`config.mk`:
```
export PLATFORM = sky130hd
export DESIGN_NAME = mem_bus_arbiter_flat
export DESIGN_NICKNAME = d
export VERILOG_FILES = /design/src/rtl/mem_bus_arbiter_if.sv /design/src/rtl/mem_bus_arbiter.sv /design/src/flat_wrapper.sv
export SDC_FILE = /design/constraint.sdc
export NUM_CORES = 1
export LEC_CHECK = 0
export ABC_CLOCK_PERIOD_IN_PS = 4300
export CAP_MARGIN = 10
export CORE_UTILIZATION = 43
export CTS_CLUSTER_SIZE = 20
export DETAILED_ROUTE_END_ITERATION = 10
export PLACE_DENSITY = 0.9
export SLEW_MARGIN = 10
export SYNTH_ARGS = -nofsm -noshare
export SYNTH_HDL_FRONTEND = slang
export SYNTH_SLANG_ARGS = --single-unit
export TNS_END_PERCENT = 20
```
`constraint.sdc`:
```
create_clock -name clk -period 4.3 [get_ports clk]
set_input_delay 0.86 -clock clk [delete_from_list [all_inputs] [get_ports clk]]
set_output_delay 0.86 -clock clk [all_outputs]
set_load 0.02 [all_outputs]
```
`src/rtl/mem_bus_arbiter_if.sv`:
```
// mem_bus_arbiter_if: requester and memory-decoder signals of the shared MIPS bus.
// Ports of the slave (arbiter) view:
//   m0_*/m1_* : req, we, addr, wdata in; ack, rdata out
//   bus_*     : we, addr, wdata out; rdata in
//   busy, owner : status out
interface mem_bus_arbiter_if #(
    parameter int ADDR_W = 32,
    parameter int DATA_W = 32
);
    logic              m0_req, m0_we, m0_ack;
    logic [ADDR_W-1:0] m0_addr;
    logic [DATA_W-1:0] m0_wdata, m0_rdata;
    logic              m1_req, m1_we, m1_ack;
    logic [ADDR_W-1:0] m1_addr;
    logic [DATA_W-1:0] m1_wdata, m1_rdata;
    logic              bus_we;
    logic [ADDR_W-1:0] bus_addr;
    logic [DATA_W-1:0] bus_wdata, bus_rdata;
    logic              busy, owner;
    modport slave (
        input  m0_req, m0_we, m0_addr, m0_wdata, m1_req, m1_we, m1_addr, m1_wdata, bus_rdata,
        output m0_ack, m0_rdata, m1_ack, m1_rdata, bus_we, bus_addr, bus_wdata, busy, owner
    );
    modport master (
        output m0_req, m0_we, m0_addr, m0_wdata, m1_req, m1_we, m1_addr, m1_wdata, bus_rdata,
        input  m0_ack, m0_rdata, m1_ack, m1_rdata, bus_we, bus_addr, bus_wdata, busy, owner
    );
endinterface

```
`src/rtl/mem_bus_arbiter.sv`:
```
// mem_bus_arbiter: round-robin two-requester arbiter/sequencer for the shared memory/IO bus.
// Ports: clk, reset (async, active-low), b (mem_bus_arbiter_if.slave: requesters, bus, busy, owner).
module mem_bus_arbiter #(
    parameter int ADDR_W = 32,
    parameter int DATA_W = 32,
    parameter int RD_LAT = 1
) (
    input logic clk,
    input logic reset,
    mem_bus_arbiter_if.slave b
);
    typedef enum logic [1:0] {IDLE, ACCESS, DONE} state_t;
    state_t     state;
    logic       rr;
    logic       lat_we;
    logic [3:0] cnt;
    logic       pick;
    // Single requester wins outright; rr only breaks ties.
    always_comb pick = (b.m0_req && b.m1_req) ? rr : b.m1_req;
    // bus_addr/bus_wdata double as the latched request register.
    always_ff @(posedge clk or negedge reset) begin
        if (!reset) begin
            state       <= IDLE;
            rr          <= 1'b0;
            lat_we      <= 1'b0;
            cnt         <= 4'd0;
            b.bus_we    <= 1'b0;
            b.bus_addr  <= {ADDR_W{1'b0}};
            b.bus_wdata <= {DATA_W{1'b0}};
            b.m0_rdata  <= {DATA_W{1'b0}};
            b.m1_rdata  <= {DATA_W{1'b0}};
            b.m0_ack    <= 1'b0;
            b.m1_ack    <= 1'b0;
            b.busy      <= 1'b0;
            b.owner     <= 1'b0;
        end else begin
            unique case (state)
                IDLE: if (b.m0_req || b.m1_req) begin
                    state       <= ACCESS;
                    b.owner     <= pick;
                    rr          <= ~pick;
                    lat_we      <= pick ? b.m1_we : b.m0_we;
                    b.bus_we    <= pick ? b.m1_we : b.m0_we;
                    b.bus_addr  <= pick ? b.m1_addr : b.m0_addr;
                    b.bus_wdata <= pick ? b.m1_wdata : b.m0_wdata;
                    cnt         <= 4'(RD_LAT - 1);
                    b.busy      <= 1'b1;
                end
                ACCESS: if (lat_we || cnt == 4'd0) begin
                    state    <= DONE;
                    b.bus_we <= 1'b0;
                    if (!lat_we && !b.owner) b.m0_rdata <= b.bus_rdata;
                    if (!lat_we && b.owner) b.m1_rdata <= b.bus_rdata;
                    b.m0_ack <= !b.owner;
                    b.m1_ack <= b.owner;
                end else begin
                    cnt <= cnt - 4'd1;
                end
                DONE: begin
                    state    <= IDLE;
                    b.m0_ack <= 1'b0;
                    b.m1_ack <= 1'b0;
                    b.busy   <= 1'b0;
                end
                default: state <= IDLE;
            endcase
        end
    end
endmodule
```
`src/flat_wrapper.sv`:
```
// flat-port wrapper written by rule: the top's interface ports become plain ports
module mem_bus_arbiter_flat 
#(
    parameter int ADDR_W = 32,
    parameter int DATA_W = 32,
    parameter int RD_LAT = 1
)
  (clk, reset, b_m0_req, b_m0_we, b_m0_addr, b_m0_wdata, b_m1_req, b_m1_we, b_m1_addr, b_m1_wdata, b_bus_rdata, b_m0_ack, b_m0_rdata, b_m1_ack, b_m1_rdata, b_bus_we, b_bus_addr, b_bus_wdata, b_busy, b_owner);
  mem_bus_arbiter_if #(.ADDR_W(ADDR_W), .DATA_W(DATA_W)) b_i ();
  input logic clk;
  input logic reset;
  input wire logic [$bits(b_i.m0_req)-1:0] b_m0_req;
  input wire logic [$bits(b_i.m0_we)-1:0] b_m0_we;
  input wire logic [$bits(b_i.m0_addr)-1:0] b_m0_addr;
  input wire logic [$bits(b_i.m0_wdata)-1:0] b_m0_wdata;
  input wire logic [$bits(b_i.m1_req)-1:0] b_m1_req;
  input wire logic [$bits(b_i.m1_we)-1:0] b_m1_we;
  input wire logic [$bits(b_i.m1_addr)-1:0] b_m1_addr;
  input wire logic [$bits(b_i.m1_wdata)-1:0] b_m1_wdata;
  input wire logic [$bits(b_i.bus_rdata)-1:0] b_bus_rdata;
  output wire logic [$bits(b_i.m0_ack)-1:0] b_m0_ack;
  output wire logic [$bits(b_i.m0_rdata)-1:0] b_m0_rdata;
  output wire logic [$bits(b_i.m1_ack)-1:0] b_m1_ack;
  output wire logic [$bits(b_i.m1_rdata)-1:0] b_m1_rdata;
  output wire logic [$bits(b_i.bus_we)-1:0] b_bus_we;
  output wire logic [$bits(b_i.bus_addr)-1:0] b_bus_addr;
  output wire logic [$bits(b_i.bus_wdata)-1:0] b_bus_wdata;
  output wire logic [$bits(b_i.busy)-1:0] b_busy;
  output wire logic [$bits(b_i.owner)-1:0] b_owner;
  assign b_i.m0_req = b_m0_req;
  assign b_i.m0_we = b_m0_we;
  assign b_i.m0_addr = b_m0_addr;
  assign b_i.m0_wdata = b_m0_wdata;
  assign b_i.m1_req = b_m1_req;
  assign b_i.m1_we = b_m1_we;
  assign b_i.m1_addr = b_m1_addr;
  assign b_i.m1_wdata = b_m1_wdata;
  assign b_i.bus_rdata = b_bus_rdata;
  assign b_m0_ack = b_i.m0_ack;
  assign b_m0_rdata = b_i.m0_rdata;
  assign b_m1_ack = b_i.m1_ack;
  assign b_m1_rdata = b_i.m1_rdata;
  assign b_bus_we = b_i.bus_we;
  assign b_bus_addr = b_i.bus_addr;
  assign b_bus_wdata = b_i.bus_wdata;
  assign b_busy = b_i.busy;
  assign b_owner = b_i.owner;
  mem_bus_arbiter #(.ADDR_W(ADDR_W), .DATA_W(DATA_W), .RD_LAT(RD_LAT)) u_core (.clk(clk), .reset(reset), .b(b_i));
endmodule
```
==> metrics.txt, run 1 <==
total negative slack for setup checks 0 ns; post-synth top area cell sky130_fd_sc_hd__dfrtp_1; clock latency on the worst-skew pair 0.40 ns; number of placement rows 42; Power Dens Cells 805 nW/µm²; Post-Synthesis Mean Instance Area 14.5 µm²; area taken by flip-flops and latches 3530 µm²; mapped cell area 5900 µm²; number of enable flip-flop cells after synthesis 0; required time of the critical path 4.58 ns; adder and majority cell fraction of the synthesized area 0.00424; proportion of register bits with asynchronous set or reset after synthesis 1.00; worst vdd rail ir drop 0.338 mV; top flip-flop cell by instance count after synthesis sky130_fd_sc_hd__dfrtp_1; flop and latch count out of synthesis 141; compound-gate portion of the synthesized area 0.126; layout net count 868; wire length of the first global-routing pass 26.8 mm; largest fanout of any net on the critical path 32; Hold Crit Depth 1; part of the power in combinational logic 0.477; worst path setup slack after routing 1.88 ns; max-slew violation count 0; data arrival time of the critical path 2.69 ns; width of the chip 119 µm; number of global-route vias before repair 5019; worst slack at placement 1.49 ns; area grow syn2layout 63.6%; FF-to-FF End u_core.b.m0_rdata[31]$_DFFE_PN0P_; critical register-to-register path startpoint u_core.cnt[0]$_DFFE_PN0P_; kind of end point of the critical path flip-flop; cells resized by post-CTS repair 0; # DRC 0; sum of net half-perimeters after detailed placement 12.1 mm; final critical-path share of the clock period 0.562; maximum number of pins on one net before global-route repair 96; simple logic cell fraction of the synthesized area 0.0884; multi-input combinational cell area 2190 µm²; Ant. Diodes 0; Min-Delay Startpoint u_core.b.m1_rdata[20]$_DFFE_PN0P_; portion of netlist area occupied by mux cells 0.148; routed wire length per instance 19.0 µm; starting density of the core 0.444; P_leak 0.00412 µW; Synth top area share 0.598; via total after detailed routing 4599; Switch Pwr 2730 µW; Tmin final 2.42 ns; setup slack on the worst flop-to-flop path 1.88 ns; largest cells by area after synthesis sky130_fd_sc_hd__dfrtp_1 (60%), sky130_fd_sc_hd__a221o_1 (11%), sky130_fd_sc_hd__mux2_4 (7.6%); Setup Fix Bufs, Post-CTS 0; remaining max-slew budget at the tightest pin 0.282; clock buffer count from CTS 17; worst hold-check path type reg2reg; Mapped Nets 574; top cell types by occurrence after synthesis sky130_fd_sc_hd__dfrtp_1 (141), sky130_fd_sc_hd__a221o_1 (64), sky130_fd_sc_hd__and2_1 (64); Int Power 5040 µW; post-DR vias/cell 5.17; Register-to-Register Path Depth 5; proportion of synthesized chip area in sequential cells 0.598; Pre-Repair DR Iteration Count 4; portion of total power attributed to sequential cells 0.311; outcome completed; CTS tree yes; number of filler instances in the final layout 839; die outline area 14200 µm²; cell at the root of the clock tree sky130_fd_sc_hd__clkbuf_16; IO buf count 298; combinational family with the most area after synthesis multiplexers; Setup CP Type reg2reg; parity-gate share of the synthesized area counting xor and xnor cells 0; maximum count of clock buffers along a single path 2; post-synthesis cell type count 35; Switching Share 0.351; endpoint of the worst hold-timing path u_core.b.m1_rdata[20]$_DFFE_PN0P_; final-layout worst hold slack 0.499 ns; Clock Pin Slew Worst Setup and Hold Paths 0.06 ns; startpoint type of the worst setup path flip-flop; fraction of power consumed by the clock network 0.211; Die Span Y 119 µm; Mapped Cells 406; Total Wirelength 16.9 mm; number of warning messages in the yosys log 0; number of antenna violations at the first check in global routing 0; RePlAce Congestion 0.842; number of DRC markers in iteration 0 227; H-tree depth 4; Maximum Capacitance Violations 0; top-level I/O count 299; global-route usage over all layers 0.245; number of endpoints failing setup at the final stage 0; maximum operating frequency 0.414 GHz; clock tree skew after final layout 0.0110 ns; remaining antenna violation count 0; post-cts hold buffer count 0; setup repair after global routing missed its margin false; proportion of layout cells with a drive suffix above 1 0.153; library cell with the highest instance count after synthesis sky130_fd_sc_hd__dfrtp_1; final hold viol count 0; transition time at the pin with the least slew margin 1.08 ns; final global-route overflow total 0; sinks on the clock net 141; core footprint 13300 µm²
==> power by group through the flow <==
stage,Sequential (µW),Clock (µW),Combinational [µW]
6_report,2420,1640,3710
5_1_grt,2490,1740,3920
4_1_cts,2410,1680,3740
3_5_place_dp,2410,0,3740
3_3_place_gp,2370,0,3620
2_1_floorplan,3110,0,1280
==> worst max-delay path by stage <==
| stage | start | end | slack [ns] | cells after the start |
|---|---|---|---|---|
| global placement | b_m0_req | u_core.b.bus_wdata[27]$_DFFE_PN0P_ | 1.56 | 6 |
| CTS | u_core.cnt[0]$_DFFE_PN0P_ | u_core.b.m0_rdata[31]$_DFFE_PN0P_ | 1.86 | 5 |
| finish | u_core.cnt[0]$_DFFE_PN0P_ | u_core.b.m0_rdata[31]$_DFFE_PN0P_ | 1.88 | 5 |
| detailed placement | b_m0_req | u_core.b.bus_wdata[13]$_DFFE_PN0P_ | 1.49 | 6 |
| global route | u_core.cnt[0]$_DFFE_PN0P_ | u_core.b.m0_rdata[31]$_DFFE_PN0P_ | 1.69 | 5 |
| floorplan | b_m0_req | u_core.b.bus_addr[0]$_DFFE_PN0P_ | 2.44 | 6 |
==> layer usage <==
metal / share of wire / track usage / routed length, µm / vias up
met5: 0 / 0 / 0 / -
met4: 0.021 / 0.0862 / 357 / 0
met3: 0.067 / 0.0714 / 1140 / 22
met2: 0.51 / 0.422 / 8600 / 221
met1: 0.40 / 0.291 / 6820 / 2260
li1: - / - / - / 2096
==> sequential cells by signal, summed over array words and instances (netlist names) <==
name,count
u_core.rr,1
u_core.b.m1_rdata,32
u_core.b.m0_ack,1
u_core.b.bus_wdata,32
u_core.b.bus_we,1
u_core.cnt,4
u_core.lat_we,1
u_core.state,2
u_core.b.busy,1
u_core.b.owner,1
u_core.b.m0_rdata,32
u_core.b.bus_addr,32
u_core.b.m1_ack,1
==> worst max-delay path: stages (launching register included) <==
cell and delay (ns):
sky130_fd_sc_hd__dfrtp_1 0.40, sky130_fd_sc_hd__inv_1 0.09, sky130_fd_sc_hd__ha_1 0.14, sky130_fd_sc_hd__nor3b_2 0.27
sky130_fd_sc_hd__and3_2 0.97, sky130_fd_sc_hd__mux2_2 0.42
==> layout by cell type (no fill, tap or decap), types with 5 or more instances in the layout <==
| master | netlist | layout |
|---|---|---|
| sky130_fd_sc_hd__mux2_2 | 32 | 32 |
| sky130_fd_sc_hd__mux2_4 | 30 | 30 |
| sky130_fd_sc_hd__bufinv_16 | 0 | 5 |
| sky130_fd_sc_hd__a221o_1 | 64 | 64 |
| sky130_fd_sc_hd__and2_1 | 64 | 64 |
| sky130_fd_sc_hd__clkdlybuf4s50_1 | 0 | 297 |
| sky130_fd_sc_hd__clkbuf_16 | 0 | 17 |
| sky130_fd_sc_hd__dfrtp_1 | 141 | 141 |
| sky130_fd_sc_hd__buf_4 | 1 | 5 |
==> kinds of logic after synthesis <==
logic type,count (synthesis)
DFF,141
AOI/OAI and AO/OA,78
buffers and inverters,33
adders and majority gates,2
and+or+nand+nor,84
muxes,68
==> through the flow <==
step	util	std cells	area, µm²	total power (µW)
floorplan	-	406	5900	4390
global placement	0.675	857	8980	5990
detailed placement	0.675	857	8980	6150
CTS	0.726	889	9650	7840
global route	0.726	889	9650	8150
finish	0.726	889	9650	7770
==> area by class of cell <==
type / instances / area share
sequential: 141 / 0.366
clock buffer: 18 / 0.0455
clock inverter: 14 / 0.0239
inverter: 5 / 0.00195
tap: 176 / 0.0228
multi-input combinational: 232 / 0.227
timing repair buffer: 303 / 0.313
(Power assumes the default switching activity.)
==> inputs of run 2 (changes only) <==
- ABC_CLOCK_PERIOD_IN_PS: 4300 -> 2250
- CORE_UTILIZATION: 43 -> 40
- PLACE_DENSITY: 0.9 -> 0.85
- clock period: 4.3 -> 2.25 ns (I/O delays scaled with it)
==> run 2 against run 1 <==
Sequential share of layout area fell by 0.25 points. Worst hold slack got worse by 0.0069 ns. Total power grew 88%. Critical path depth is 4 lower. Clock power grew 71%. Combinational power up 94%. Critical path type is now reg2out. Critical endpoint is now b_owner. Largest cell class unchanged. Highest routed layer unchanged.
==> metrics.txt, run 2 (synthesized netlist as in run 1, its figures left out) <==
startpoint type of the worst setup path flip-flop; via total after detailed routing 4641 (+0.91%); cells resized by post-CTS repair 0 (unchanged); clock buffer count from CTS 17 (unchanged); endpoint of the worst hold-timing path u_core.b.m1_rdata[7]$_DFFE_PN0P_; clock latency on the worst-skew pair 0.41 ns (about the same); maximum cell stage delay along the critical path 0.66 ns (-0.31 ns); Maximum Capacitance Violations 0 (unchanged); Critical Path, Cell by Cell clkdlybuf4s50_1; final hold viol count 0 (unchanged); transition time at the pin with the least slew margin 0.383 ns (-0.693 ns); part of the power in combinational logic 0.492 (+0.015); Die Span Y 123 µm (+3.6%); cell at the root of the clock tree sky130_fd_sc_hd__clkbuf_16; setup repair after global routing missed its margin false; starting density of the core 0.407 (-0.0363); maximum operating frequency 0.515 GHz; number of endpoints failing setup at the final stage 0 (unchanged); Register-to-Register Path Depth 6 (+1); wire length of the first global-routing pass 25.2 mm (-6.0%); top-level I/O count 299 (unchanged); final critical-path share of the clock period 0.862; post-DR vias/cell 5.14 (-0.65%); fraction of power consumed by the clock network 0.192 (-0.019); outcome completed; die outline area 15200 µm² (+7.4%); worst path setup slack after routing 0.310 ns (-1.57 ns); number of filler instances in the final layout 1048 (+25%); FF-to-FF End u_core.cnt[1]$_DFFE_PN0P_; data arrival time of the critical path 1.49 ns (-1.20 ns); post-cts hold buffer count 1 (+1); largest fanout of any net on the critical path 5 (-84%); number of global-route vias before repair 4948 (-1.4%); required time of the critical path 1.80 ns (-2.78 ns); P_leak 0.00414 µW (+0.46%); kind of end point of the critical path primary output; worst hold-check path type reg2reg; RePlAce Congestion 0.811 (-3.6%); Clock Pin Slew Worst Setup and Hold Paths 0.06 ns (about the same); commonest non-fill, non-tap cell in the layout sky130_fd_sc_hd__clkdlybuf4s50_1; largest delay contributor family on the critical path buffers and inverters; routed wire length per instance 18.6 µm (-2.2%); sinks on the clock net 141 (unchanged); width of the chip 123 µm (+3.6%); # DRC 0 (unchanged); number of placement rows 44 (+4.8%); global-route usage over all layers 0.218 (-0.0268); Setup Fix Bufs, Post-CTS 0 (unchanged); maximum number of pins on one net before global-route repair 65 (-32%); path length in cells of the critical path 1 (-4); Hold Crit Depth 1 (unchanged); Setup CP Type reg2out; Min-Delay Startpoint u_core.b.m1_rdata[7]$_DFFE_PN0P_; sum of net half-perimeters after detailed placement 12.0 mm (-1.4%); proportion of layout cells with a drive suffix above 1 0.156 (+0.00311); total negative slack for setup checks 0 ns (unchanged); number of antenna violations at the first check in global routing 0 (unchanged); setup slack on the worst flop-to-flop path 0.35 ns (-1.53 ns); max-slew violation count 0 (unchanged); worst slack at placement 0.0781 ns (-1.41 ns); CTS tree yes; critical register-to-register path startpoint u_core.cnt[0]$_DFFE_PN0P_; final global-route overflow total 0 (unchanged); Max stage delay cell, worst path sky130_fd_sc_hd__clkdlybuf4s50_1; remaining max-slew budget at the tightest pin 0.744 (+0.461); portion of total power attributed to sequential cells 0.316 (+0.005); area grow syn2layout 64.7%; Switch Pwr 5150 µW (+89%); Pre-Repair DR Iteration Count 5 (+1); most frequent cells in the layout sky130_fd_sc_hd__clkdlybuf4s50_1 (297), sky130_fd_sc_hd__dfrtp_1 (141), sky130_fd_sc_hd__and2_1 (64), sky130_fd_sc_hd__a221o_1 (64), sky130_fd_sc_hd__mux2_2 (32); layout net count 873 (+0.58%); core footprint 14500 µm² (+8.9%); Power Dens Cells 1500 nW/µm² (+87%); buffers and inverters on the worst path 1 (unchanged); Int Power 9440 µW (+87%); remaining antenna violation count 0 (unchanged); clock tree skew after final layout 0.00950 ns (-0.00148 ns); Total Wirelength 16.8 mm (-0.64%); IO buf count 298 (unchanged); number of DRC markers in iteration 0 240 (+5.7%); Tmin final 1.94 ns; worst vdd rail ir drop 0.598 mV (+77%); maximum count of clock buffers along a single path 2 (unchanged); H-tree depth 4 (unchanged); Switching Share 0.353 (+0.00186)
[run 2: cell types whose count changed in the layout (fill, tap and decap cells not counted), moves of 2 or more]
cell and delta:
sky130_fd_sc_hd__buf_12 +7, sky130_fd_sc_hd__clkinv_2 +4, sky130_fd_sc_hd__buf_4 -3, sky130_fd_sc_hd__bufinv_16 -3
sky130_fd_sc_hd__clkbuf_8 +3, sky130_fd_sc_hd__clkinv_4 -3, sky130_fd_sc_hd__inv_6 -3, sky130_fd_sc_hd__clkinvlp_4 +2
[run 2: cell type report]
type	count	area, µm²	share of cell area
clock buffers	22	484	0.0498
flip-flops and latches	141	3530	0.363
repair buffers	308	3150	0.324
multi-input cells	232	2190	0.225
clock inverters	10	111	0.0115
well taps	184	230	0.0237
diodes	1	2.50	0.000258
inverters	5	18.8	0.00193
[run 2: through the flow]
| step | utilization | instance area, µm² | hold WS [ns] | total power [µW] | std cells |
|---|---|---|---|---|---|
| after global routing | 0.671 | 9710 | 0.504 | 15400 | 902 |
| final | 0.671 | 9720 | 0.492 | 14600 | 903 |
| after CTS | 0.671 | 9710 | 0.497 | 14700 | 902 |
| after global placement | 0.629 | 9110 | 0.374 | 11600 | 869 |
| after detailed placement | 0.629 | 9110 | 0.377 | 11800 | 869 |
| after floorplan | - | 5900 | 0.154 | 8380 | 406 |
[run 2: worst max path at each step]
stage / start / to / slack, ns
after detailed placement: b_m0_req / u_core.b.bus_wdata[22]$_DFFE_PN0P_ / 0.08
after global routing: u_core.b.owner$_DFFE_PN0P_ / b_owner / 0.22
after global placement: b_m0_req / u_core.b.bus_wdata[10]$_DFFE_PN0P_ / 0.17
after CTS: u_core.b.owner$_DFFE_PN0P_ / b_owner / 0.28
after floorplan: u_core.cnt[0]$_DFFE_PN0P_ / u_core.cnt[1]$_DFFE_PN0P_ / 0.52
final: u_core.b.owner$_DFFE_PN0P_ / b_owner / 0.31
[run 2: per-layer routing]
metal  track usage  part of all wire
met3        0.0613             0.078
met4         0.101             0.022
met5             0                 0
met2         0.377              0.51
met1         0.250              0.39
[run 2: power groups by stage]
stage | Combinational [µW] | Sequential (µW) | Clock [µW]
2_1_floorplan | 2440 | 5940 | 0
3_3_place_gp | 7030 | 4550 | 0
3_5_place_dp | 7230 | 4600 | 0
4_1_cts | 7250 | 4610 | 2850
5_1_grt | 7630 | 4750 | 2970
6_report | 7180 | 4610 | 2800
==> inputs of run 3 (changes only) <==
- ABC_CLOCK_PERIOD_IN_PS: 2250 -> 1900
- GPL_TIMING_DRIVEN: unset -> 1
- clock period: 2.25 -> 1.9 ns (I/O delays scaled with it)
==> run 3 against run 2 <==
Core utilization grew 0.26 points. Worst hold slack worse by 0.014 ns. Via count up 2.4%. Cell count rose by 1.0%. Wire length grew 1.0%. Sequential cell count is the same. Clock skew is 0.0030 ns higher. Clock power grew 6%. Critical path depth increased by 5. Critical path type is now reg2reg. Critical endpoint is now u_core.b.m0_rdata[16]$_DFFE_PN0P_. Largest cell class unchanged.
==> metrics.txt, run 3 (synthesized netlist as in run 1, its figures left out) <==
outcome completed; area grow syn2layout 65.3%; Die Span Y 123 µm (unchanged); via total after detailed routing 4751 (+2.4%); largest fanout of any net on the critical path 10 (+5); Clock Pin Slew Worst Setup and Hold Paths 0.06 ns (about the same); post-DR vias/cell 5.21 (+1.4%); Power Dens Cells 1750 nW/µm² (+17%); maximum cell stage delay along the critical path 0.40 ns (-0.26 ns); transition time at the pin with the least slew margin 0.485 ns (+0.101 ns); # DRC 0 (unchanged); number of DRC markers in iteration 0 176 (-27%); required time of the critical path 2.19 ns (+0.39 ns); sinks on the clock net 141 (unchanged); layout net count 882 (+1.0%); H-tree depth 4 (unchanged); proportion of layout cells with a drive suffix above 1 0.166 (+0.0104); Total Wirelength 17.0 mm (+1.0%); commonest non-fill, non-tap cell in the layout sky130_fd_sc_hd__clkdlybuf4s50_1; final critical-path share of the clock period 0.960; remaining antenna violation count 0 (unchanged); number of global-route vias before repair 4945 (-0.061%); clock latency on the worst-skew pair 0.41 ns (about the same); routed wire length per instance 18.6 µm (about the same); Tmin final 1.82 ns; global-route usage over all layers 0.221 (+0.00215); maximum count of clock buffers along a single path 2 (unchanged); Maximum Capacitance Violations 0 (unchanged); maximum number of pins on one net before global-route repair 65 (unchanged); width of the chip 123 µm (unchanged); clock tree skew after final layout 0.0125 ns (+0.00295 ns); sum of net half-perimeters after detailed placement 12.3 mm (+2.6%); number of endpoints failing setup at the final stage 0 (unchanged); multi-input combinational cell area 2200 µm² (+0.57%); final core occ 0.674 (+0.00259); top-level I/O count 299 (unchanged); Int Power 10900 µW (+16%); CTS tree yes; number of filler instances in the final layout 1019 (-2.8%); cell at the root of the clock tree sky130_fd_sc_hd__clkbuf_16; area taken by flip-flops and latches 3530 µm² (unchanged); max-slew violation count 0 (unchanged); RePlAce Congestion 0.848 (+4.5%); Switching Share 0.362 (+0.00910); maximum operating frequency 0.548 GHz; placed cells 877 (+0.92%); part of the power in combinational logic 0.506 (+0.014); number of placement rows 44 (unchanged); Pre-Repair DR Iteration Count 4 (-1); startpoint type of the worst setup path flip-flop; P_leak 0.00416 µW (+0.51%); fraction of power consumed by the clock network 0.174 (-0.018); worst vdd rail ir drop 0.765 mV (+28%); post-layout instance count excluding filler cells 912 (+1.0%); die outline area 15200 µm² (unchanged); clock buffer count from CTS 17 (unchanged); number of antenna violations at the first check in global routing 0 (unchanged); most frequent cells in the layout sky130_fd_sc_hd__clkdlybuf4s50_1 (296), sky130_fd_sc_hd__dfrtp_1 (141), sky130_fd_sc_hd__and2_1 (64), sky130_fd_sc_hd__a221o_1 (64), sky130_fd_sc_hd__mux2_2 (32); data arrival time of the critical path 2.12 ns (+0.63 ns); portion of total power attributed to sequential cells 0.320 (+0.004); wire length of the first global-routing pass 25.3 mm (+0.25%); worst hold-check path type in2async; final hold viol count 0 (unchanged); final global-route overflow total 0 (unchanged); Max stage delay cell, worst path sky130_fd_sc_hd__dfrtp_1; starting density of the core 0.407 (unchanged); IO buf count 298 (unchanged); setup repair after global routing missed its margin false; Switch Pwr 6190 µW (+20%); Setup CP Type reg2reg; remaining max-slew budget at the tightest pin 0.677 (-0.0671); Critical Path, Cell by Cell inv_1 > ha_1 > nor3b_4 > and3_4 > buf_6 > mux2_4; core footprint 14500 µm² (unchanged); kind of end point of the critical path flip-flop
run 3: changes by cell type in the layout (fill, tap and decap cells not counted), moves of 2 or more:
cell / before / now
sky130_fd_sc_hd__buf_4: 2 / 9
sky130_fd_sc_hd__inv_6: 1 / 4
sky130_fd_sc_hd__bufinv_16: 2 / 0
sky130_fd_sc_hd__clkbuf_8: 4 / 1
run 3: layout make-up:
class	count	share of cell area
antenna	1	0.000257
clock buffer	20	0.0458
clock inverter	12	0.00885
inverter	5	0.00192
multi-input combinational	232	0.226
sequential	141	0.362
tap	184	0.0236
timing repair buffer	317	0.332
run 3: power by group through the flow:
stage	combinational [µW]	clock, µW	sequential (µW)
2_1_floorplan	2890	0	7040
3_3_place_gp	8400	0	5380
3_5_place_dp	8640	0	5440
4_1_cts	8660	3040	5460
5_1_grt	9160	3190	5630
6_report	8650	2980	5470
run 3: path summary, 6_finish.rpt:
check | startpoint | slack, ns | cells after the start | to
setup / recovery | u_core.cnt[0]$_DFFE_PN0P_ | 0.08 | 6 | u_core.b.m0_rdata[16]$_DFFE_PN0P_
hold / removal | reset | 0.48 | 2 | u_core.b.m0_rdata[4]$_DFFE_PN0P_
setup reg to reg | u_core.cnt[0]$_DFFE_PN0P_ | 0.08 | 6 | u_core.b.m0_rdata[16]$_DFFE_PN0P_
hold reg to reg | u_core.b.busy$_DFFE_PN0P_ | 0.49 | 2 | u_core.b.busy$_DFFE_PN0P_
max in group asynchronous | reset | 0.80 | 3 | u_core.state[0]$_DFFE_PN0P_
min in group clk | u_core.b.busy$_DFFE_PN0P_ | 0.49 | 2 | u_core.b.busy$_DFFE_PN0P_
run 3: critical path: cells and delay by family (launching register included):
kind | cells | cell delay, ns
fa+ha+maj | 1 | 0.16
buf+inv | 2 | 0.30
flops | 1 | 0.40
mux | 1 | 0.32
simple gates | 2 | 0.53
run 3: through the flow:
stage	TNS, ns	cell area [µm²]	setup WS, ns	total power (µW)	hold slack [ns]
floorplan	0	5900	0.167	9930	0.0844
global placement	-1.16	9170	-0.0283	13800	0.357
detailed placement	-4.39	9170	-0.118	14100	0.361
CTS	0	9720	0.0349	17200	0.488
global route	0	9750	0.0148	18000	0.514
finish	0	9750	0.0766	17100	0.479
run 3: what timing repair did:
action                                  4_1_cts  5_1_grt
hold buffers                                  1        0
gates cloned                                  0        1
gates resized for setup                       2        3
setup buffers                                 0        0
endpoints found under the hold margin        47        0
endpoints found under the setup margin        7       13
run 3: per-layer routing:
metal,track usage,share of wire,vias to the layer above
met4,0.105,0.023,0
met1,0.247,0.38,2346
li1,-,-,2119
met2,0.375,0.51,255
met5,0,0,-
met3,0.0761,0.086,31
